`src/rtl/mem_port_arbiter.sv`:
```
// Arbitrates one single-port memory between instruction fetch and load/store,
// stalling the PC while an access is outstanding. Define ARB_RR_EN for round-robin ties.
module mem_port_arbiter #(
  parameter int unsigned AW      = 32,
  parameter int unsigned DW      = 32,
  parameter int unsigned MEM_LAT = 2
) (
  input  logic          clk,
  input  logic          rstn,
  input  logic          if_req,
  input  logic [AW-1:0] if_addr,
  output logic [DW-1:0] if_rdata,
  output logic          if_done,
  input  logic          d_req,
  input  logic          d_we,
  input  logic [AW-1:0] d_addr,
  input  logic [DW-1:0] d_wdata,
  output logic [DW-1:0] d_rdata,
  output logic          d_done,
  output logic          mem_req,
  output logic          mem_we,
  output logic [AW-1:0] mem_addr,
  output logic [DW-1:0] mem_wdata,
  input  logic [DW-1:0] mem_rdata,
  output logic          stall,
  output logic [15:0]   conflict_cnt
);

  typedef enum logic [1:0] {IDLE, BUSY, DONE} state_e;

  localparam logic [3:0] CNT_INIT = 4'(MEM_LAT - 1);

  state_e        state_q, state_d;
  logic          owner_q, owner_d;
  logic [3:0]    cnt_q, cnt_d;
  logic [AW-1:0] addr_q, addr_d;
  logic          we_q, we_d;
  logic [DW-1:0] wdata_q, wdata_d;
  logic [DW-1:0] if_rdata_q, if_rdata_d;
  logic [DW-1:0] d_rdata_q, d_rdata_d;
  logic [15:0]   conflict_q, conflict_d;
  logic          grant_data;

  // owner_q keeps the most recent grant, so it doubles as the round-robin pointer.
  always_comb begin
`ifdef ARB_RR_EN
    grant_data = d_req && (!if_req || !owner_q);
`else
    grant_data = d_req;
`endif
  end

  always_comb begin
    state_d    = state_q;
    owner_d    = owner_q;
    cnt_d      = cnt_q;
    addr_d     = addr_q;
    we_d       = we_q;
    wdata_d    = wdata_q;
    if_rdata_d = if_rdata_q;
    d_rdata_d  = d_rdata_q;
    conflict_d = conflict_q;
    case (state_q)
      IDLE: begin
        if (if_req && d_req && (conflict_q != '1)) begin
          conflict_d = conflict_q + 16'd1;
        end
        if (if_req || d_req) begin
          owner_d = grant_data;
          addr_d  = grant_data ? d_addr : if_addr;
          we_d    = grant_data && d_we;
          wdata_d = grant_data ? d_wdata : '0;
          cnt_d   = CNT_INIT;
          state_d = BUSY;
        end
      end
      BUSY: begin
        if (cnt_q == '0) begin
          if (owner_q) begin
            if (!we_q) begin
              d_rdata_d = mem_rdata;
            end
          end else begin
            if_rdata_d = mem_rdata;
          end
          state_d = DONE;
        end else begin
          cnt_d = cnt_q - 4'd1;
        end
      end
      DONE:    state_d = IDLE;
      default: state_d = IDLE;
    endcase
  end

  always_ff @(posedge clk or negedge rstn) begin
    if (!rstn) begin
      state_q    <= IDLE;
      owner_q    <= 1'b0;
      cnt_q      <= '0;
      addr_q     <= '0;
      we_q       <= 1'b0;
      wdata_q    <= '0;
      if_rdata_q <= '0;
      d_rdata_q  <= '0;
      conflict_q <= '0;
    end else begin
      state_q    <= state_d;
      owner_q    <= owner_d;
      cnt_q      <= cnt_d;
      addr_q     <= addr_d;
      we_q       <= we_d;
      wdata_q    <= wdata_d;
      if_rdata_q <= if_rdata_d;
      d_rdata_q  <= d_rdata_d;
      conflict_q <= conflict_d;
    end
  end

  assign mem_req      = (state_q == BUSY);
  assign mem_we       = (state_q == BUSY) && we_q;
  assign mem_addr     = addr_q;
  assign mem_wdata    = wdata_q;
  assign if_rdata     = if_rdata_q;
  assign d_rdata      = d_rdata_q;
  assign if_done      = (state_q == DONE) && !owner_q;
  assign d_done       = (state_q == DONE) && owner_q;
  assign stall        = (if_req && !if_done) || (d_req && !d_done);
  assign conflict_cnt = conflict_q;

endmodule

```
`config.mk`:
```
export PLATFORM = sky130hd
export DESIGN_NAME = mem_port_arbiter
export DESIGN_NICKNAME = d
export VERILOG_FILES = /design/src/rtl/mem_port_arbiter.sv
export SDC_FILE = /design/constraint.sdc
export NUM_CORES = 1
export LEC_CHECK = 0
export BUFFER_PORTS_ARGS = -buffer_cell sky130_fd_sc_hd__buf_2
export CORE_MARGIN = 4
export CORE_UTILIZATION = 30
export DETAILED_ROUTE_END_ITERATION = 16
export GPL_ROUTABILITY_DRIVEN = 0
export PLACE_DENSITY = 0.64
export SYNTH_ARGS = -nofsm -noshare
export SYNTH_HDL_FRONTEND = slang
export SYNTH_SLANG_ARGS = --single-unit
```
`constraint.sdc`:
```
create_clock -name clk -period 1.9 [get_ports clk]
set_clock_uncertainty 0.15 [all_clocks]
set_input_delay 0.095 -clock clk [delete_from_list [all_inputs] [get_ports clk]]
set_output_delay 0.095 -clock clk [all_outputs]
set_load 0.02 [all_outputs]
```
# --- Yosys cells after proc, flatten, opt, wreduce, memory -nomap -nowiden ---
# Index checks and enable logic that the tools add are counted.
# Widths: inputs -> output; s select.
op_classes:
  n_eq_ne: 6
  bitwise_logic: 2
  addsub: 2
  n_reduce_logical: 22
  mux: 8
ops:
  columns: ["cell", "count"]
  rows:
  - ["$mux 32", 2]
  - ["$add 16x1->16 const B", 1]
  - ["$ne 16x16->1 const B", 1]
  - ["$logic_and 1x1->1", 8]
  - ["$mux 4", 2]
  - ["$pmux 4 s2", 1]
  - ["$reduce_and 2->1", 3]
  - ["$reduce_and 3->1", 2]
  - ["$logic_not 4->1", 1]
  - ["$mux 2", 2]
  - ["$ne 2x2->1 const B", 2]
  - ["$pmux 2 s2", 1]
  - ["$reduce_and 4->1", 1]
  - ["$sub 4x1->4 const B", 1]
  - ["$logic_not 1->1", 3]
  - ["$eq 2x1->1 const B", 1]
  - ["$eq 2x2->1 const B", 1]
  - ["$logic_not 2->1", 1]
  - ["$logic_or 1x1->1", 2]
  - ["$ne 2x1->1 const B", 1]
  - ["$not 1->1", 2]
  - ["$reduce_bool 2->1", 1]
word_totals:
  reg_bits: 152
  wordCells: 49
  output_inout_bits: 149

# --- Depth between registers and ports, before layout ---
depth:
  depth_word: 5
  ltp_mapped: 7
  depth_no_buf: 6

# --- Least setup slack after synthesis ---
# No wires, ideal clock.
synth_path:
  path_kind: "register -> register"
  start: "reg cnt_q[0]"
  end: "reg if_rdata_q[10], in the netlist if_rdata[10]"
  period_less_slack_ns: 2.077
  t_required_ns: 1.622
  path_buffers: 1
  setup_ns: 0.128
  stages_incl_launch_ff: 7
  t_arrival_ns: 1.799
  path_slack_ns: -0.177
  cell_sequence: "dfrtp_1 inv_1 ha_1 or3b_1 nor3_2 buf_2 mux2_1"
synth_between:
  elab_chain_cells: 2
synth_rtl:
  columns: ["item", "line_no", "rtl"]
  rows:
  - ["start, declared", "35", "logic [3:0] cnt_q, cnt_d;"]
  - ["start signal, assigned", "110", "cnt_q <= cnt_d;"]
  - ["$logic_not 4->1", "78", "if (cnt_q == '0) begin"]
  - ["$reduce_and 3->1 (no line)", null, null]
  - ["end signal, assigned", "114", "if_rdata_q <= if_rdata_d;"]
  - ["end, declared", "39", "logic [DW-1:0] if_rdata_q, if_rdata_d;"]
# No other way between the ends.
# A chain may end at the register's enable or synchronous reset.

# --- Final worst setup path ---
layout_path:
  start: "reg cnt_q[1]"
  end: "reg d_rdata_q[31], in the netlist d_rdata[31]"
layout_between:
  elab_chain_cells: 2
layout_rtl:
  columns: ["item", "line_no", "rtl"]
  rows:
  - ["$logic_not 4->1", "78", null]
  - ["$reduce_and 4->1 (no line)", null, null]
  - ["end signal, assigned", "115", "d_rdata_q <= d_rdata_d;"]
  - ["end, declared", "40", "logic [DW-1:0] d_rdata_q, d_rdata_d;"]
# No other way between the ends.

==> parameters.txt <==
Parameter                              Value

Global route
  Vias in the first global route ... 5,779
  Maximum number of pins on one net before global-route repair ... 73
  Number of antenna violations at the first check in global routing ... 0
  Wire length of the first global-routing pass ... a little under 30 mm
  Total global routing track utilization ... between 10% and 20%
  Total gr overflow ... 0

Critical path
  Slowest cell delay on critical path ... a little over 0.4 ns
  Crit path max fanout ... 16
  Worst path top cell family by delay ... simple AND/OR/NAND/NOR gates
  Endpoint of the worst register-to-register path ... d_rdata[31]
  Start of the worst register-to-register path ... cnt_q[1]
  Data arrival time of the worst path ... between 2 and 2.5 ns
  Critical Path Start Type ... flip-flop
  Worst reg-to-reg setup slack ... -0.24 ns
  Worst setup path endpoint ... d_rdata[31]
  Launching element of the worst setup path ... cnt_q[1]
  Standard cell with the maximum stage delay on the critical path ... or3b_4
  Series of cell instances along the critical path ... inv_1, ha_4, or3b_4, nor2_4, nand3b_1, buf_6, buf_12, mux2_1
  Cell depth of the worst setup path ... 8
  Data required time at the worst endpoint ... ~2.0 ns
  Critical Path Sink Type ... flip-flop
  Number of buffers and inverters on the critical path ... 3
  Classification of the worst setup path ... reg2reg
  Reg2Reg Depth ... 8

Logic synthesis
  Seq/Total Area, Yosys ... 61.9%
  Number of standard cells after synthesis ... around 460
  Post-synthesis net count ... between 500 and 600
  Number of warning messages in the yosys log ... 0
  Per-instance average area after synthesis ... 13.3 µm²
  Top flip-flop cell by instance count after synthesis ... dfrtp_1
  Top cell type's share of synthesized area ... 61.9%
  Most used standard cell by instance count after synthesis ... dfrtp_1
  Number of synthesized flops with an enable pin ... 0
  Combined area of all synthesized cells ... approximately 6100 µm²
  Leading cell types by total area after synthesis ... dfrtp_1, mux2_1, mux2i_1
  Ys async rst share ... between 90% and 100%
  Most frequent cells after synthesis ... dfrtp_1, mux2_1, nand2_1
  Post-synthesis register bit count ... between 150 and 200
  Unique cell type count in the Yosys netlist ... 40
  Biggest area consumer among synthesized cells ... dfrtp_1

Status
  Run status ... finished with violations
  Violated checks ... negative setup slack

Die
  # rows ... 52
  Chip width ... 151 µm
  Die ar. ... between 20,000 and 25,000 µm²
  Placeable core region ... slightly above 20,000 µm²
  Number of top-level design ports ... ~280
  Die extent in y ... 151 µm
  Initial standard-cell utilization of the core ... between 30% and 40%

Timing
  Setup repair after global routing missed its margin ... yes
  Count of endpoints failing setup in the final report ... 66
  Worst slew margin relative to its limit ... 70.8%
  Post-layout minimum cycle time ... between 2 and 2.5 ns
  Transition time at the pin with the least slew margin ... ~0.44 ns
  Ratio of final minimum period to clock period ... 112%
  Final hold viol count ... 0
  Max Transition Viols Final ... 0
  Worst hold margin ... approximately 0.03 ns
  Highest achievable clock rate ... approximately 470 MHz
  Post-route setup slack ... -0.235 ns

Clock tree
  Total clock sinks ... ~150
  TritonCTS clock tree ... built
  CTS Buffer Depth ... 2
  Clock H-tree levels ... 4
  Number of CTS-inserted buffers ... 17
  Clock transition at path regs ... approximately 0.060 ns
  Clk root buf ... clkbuf_16
  Insertion delay of the later-clocked pin in the worst-skew pair ... 0.41 ns

Route
  Via-to-Cell Ratio ... ~4.5
  Highest routed metal layer ... met4
  Drt drc ... 0
  Met2 Routed Length ... around 9.7 mm
  First drt pass iteration count ... 5
  Met1 Routed Length ... ~8 mm
  Post-Route WL ... 19.2 mm
  WL met3 ... 1.25 mm
  Total via count in the routed design ... 5,423
  Antenna viol nets, final ... 0
  Violation count after the first detailed-route iteration ... 171
  Routed WL per cell ... about 16 µm

Final layout
  ANT cells ... 0
  Fraction of the core area covered by cells at the end of the flow ... about half
  Sequential cell area ... 3810 µm²
  Synth-to-Final Area Change ... 70.2%
  Proportion of layout cells with a drive suffix above 1 ... a little under half
  Nets ... ~1,000
  Footprint of the multi-input gates ... 2480 µm²
  Post-route cell area ... 10,500 µm²
  Layout fillers ... around 1,700

Place
  Cell Area, Placed ... 8150 µm²
  Total half-perimeter wirelength after legalization and detailed placement ... about 12 mm
  Post-placement setup slack ... -0.225 ns
  Port Buffers ... about 280

Flow run
  Max-cap check violation count ... 0

Power and ir drop
  Pwr/cell area ... between 1500 and 2000 nW/µm²
  Total power ... ~16,000 µW
  Worst supply voltage drop on vdd ... between 0.6 and 0.7 mV
  Leakage power ... 0.00531 µW

Worst hold path
  Type of the worst min-delay path ... in2async
[layout by cell type, fill, tap and decap left out, types with 4 or more instances in the layout]
master and count:
inv_1 7, buf_2 280, o21ai_0 22, buf_4 37, buf_12 5, nand2_1 38
o21ai_1 10, clkbuf_16 18, mux2_4 46, buf_6 4, nor2_1 7, dlygate4sd3_1 131
mux2i_1 32, nand3_1 4, xor2_1 10, dfrtp_2 6, dfrtp_1 146, mux2_1 20
nand4_1 4, a22o_1 33, xnor2_1 6
[layer usage]
metal  vias to the layer above  GRT usage, %
met5                         -             0
met4                         0          4.85
met3                        28          4.58
met2                       205          29.0
met1                      2647          19.6
li1                       2543             -
[cell type report]
type,instances,share of cell area (%)
inverters,9,0.323
multi-input cells,274,23.7
well taps,270,3.23
flip-flops and latches,152,36.5
clock inverters,12,1.35
repair buffers,460,30.6
clock buffers,20,4.27
[sequential cells by signal (all words and copies together), names as in the netlist]
register      flops
mem_addr         32
conflict_cnt     16
mem_wdata        32
cnt_q             4
state_q           2
we_q              1
owner_q           1
d_rdata          32
if_rdata         32
[power breakdown]
| part | switching, µW | leakage, µW | internal [µW] |
|---|---|---|---|
| Clock | 1380 | 0.000287 | 2000 |
| Sequential | 868 | 0.00185 | 4700 |
| Combinational | 4090 | 0.00317 | 3350 |
| Total | 6340 | 0.00531 | 10000 |
[how the worst min path moves through the flow]
stage | endpoint | slack, ns | cells after the start
5_1_grt | if_rdata[26] | 0.05 | 2
3_3_place_gp | if_rdata[26] | -0.1 | 1
3_5_place_dp | if_rdata[26] | -0.09 | 1
4_1_cts | if_rdata[26] | 0.02 | 2
2_1_floorplan | cnt_q[0] | -0.35 | 0
6_report | d_rdata[0] | 0.03 | 2
[logic make-up after synthesis]
logic type,after synthesis,synth area share [%]
AO/OA/AOI/OAI,77,8.90
multiplexers,99,17.5
adder cells (fa/ha/maj),2,0.407
buffers and inverters,35,2.32
XOR/XNOR,16,2.28
AND/OR/NAND/NOR,80,6.66
flip-flops,152,61.9
[through the flow]
stage          std cells  TNS (ns)
2_1_floorplan        461     -7.92
3_3_place_gp        1022     -7.94
3_5_place_dp        1022    -10.88
4_1_cts             1193    -10.45
5_1_grt             1197    -15.92
6_report            1197    -12.44
[timing repair]
action | in CTS | in global routing
resized for setup | 54 | 18
endpoints found under the hold margin | 284 | 0
pin swaps | 0 | 1
setup buffers | 6 | 4
setup endpoints to repair | 67 | 75
hold buffers | 131 | 0
gates cloned | 2 | 1
No activity file was read; power rests on OpenSTA's default activity.
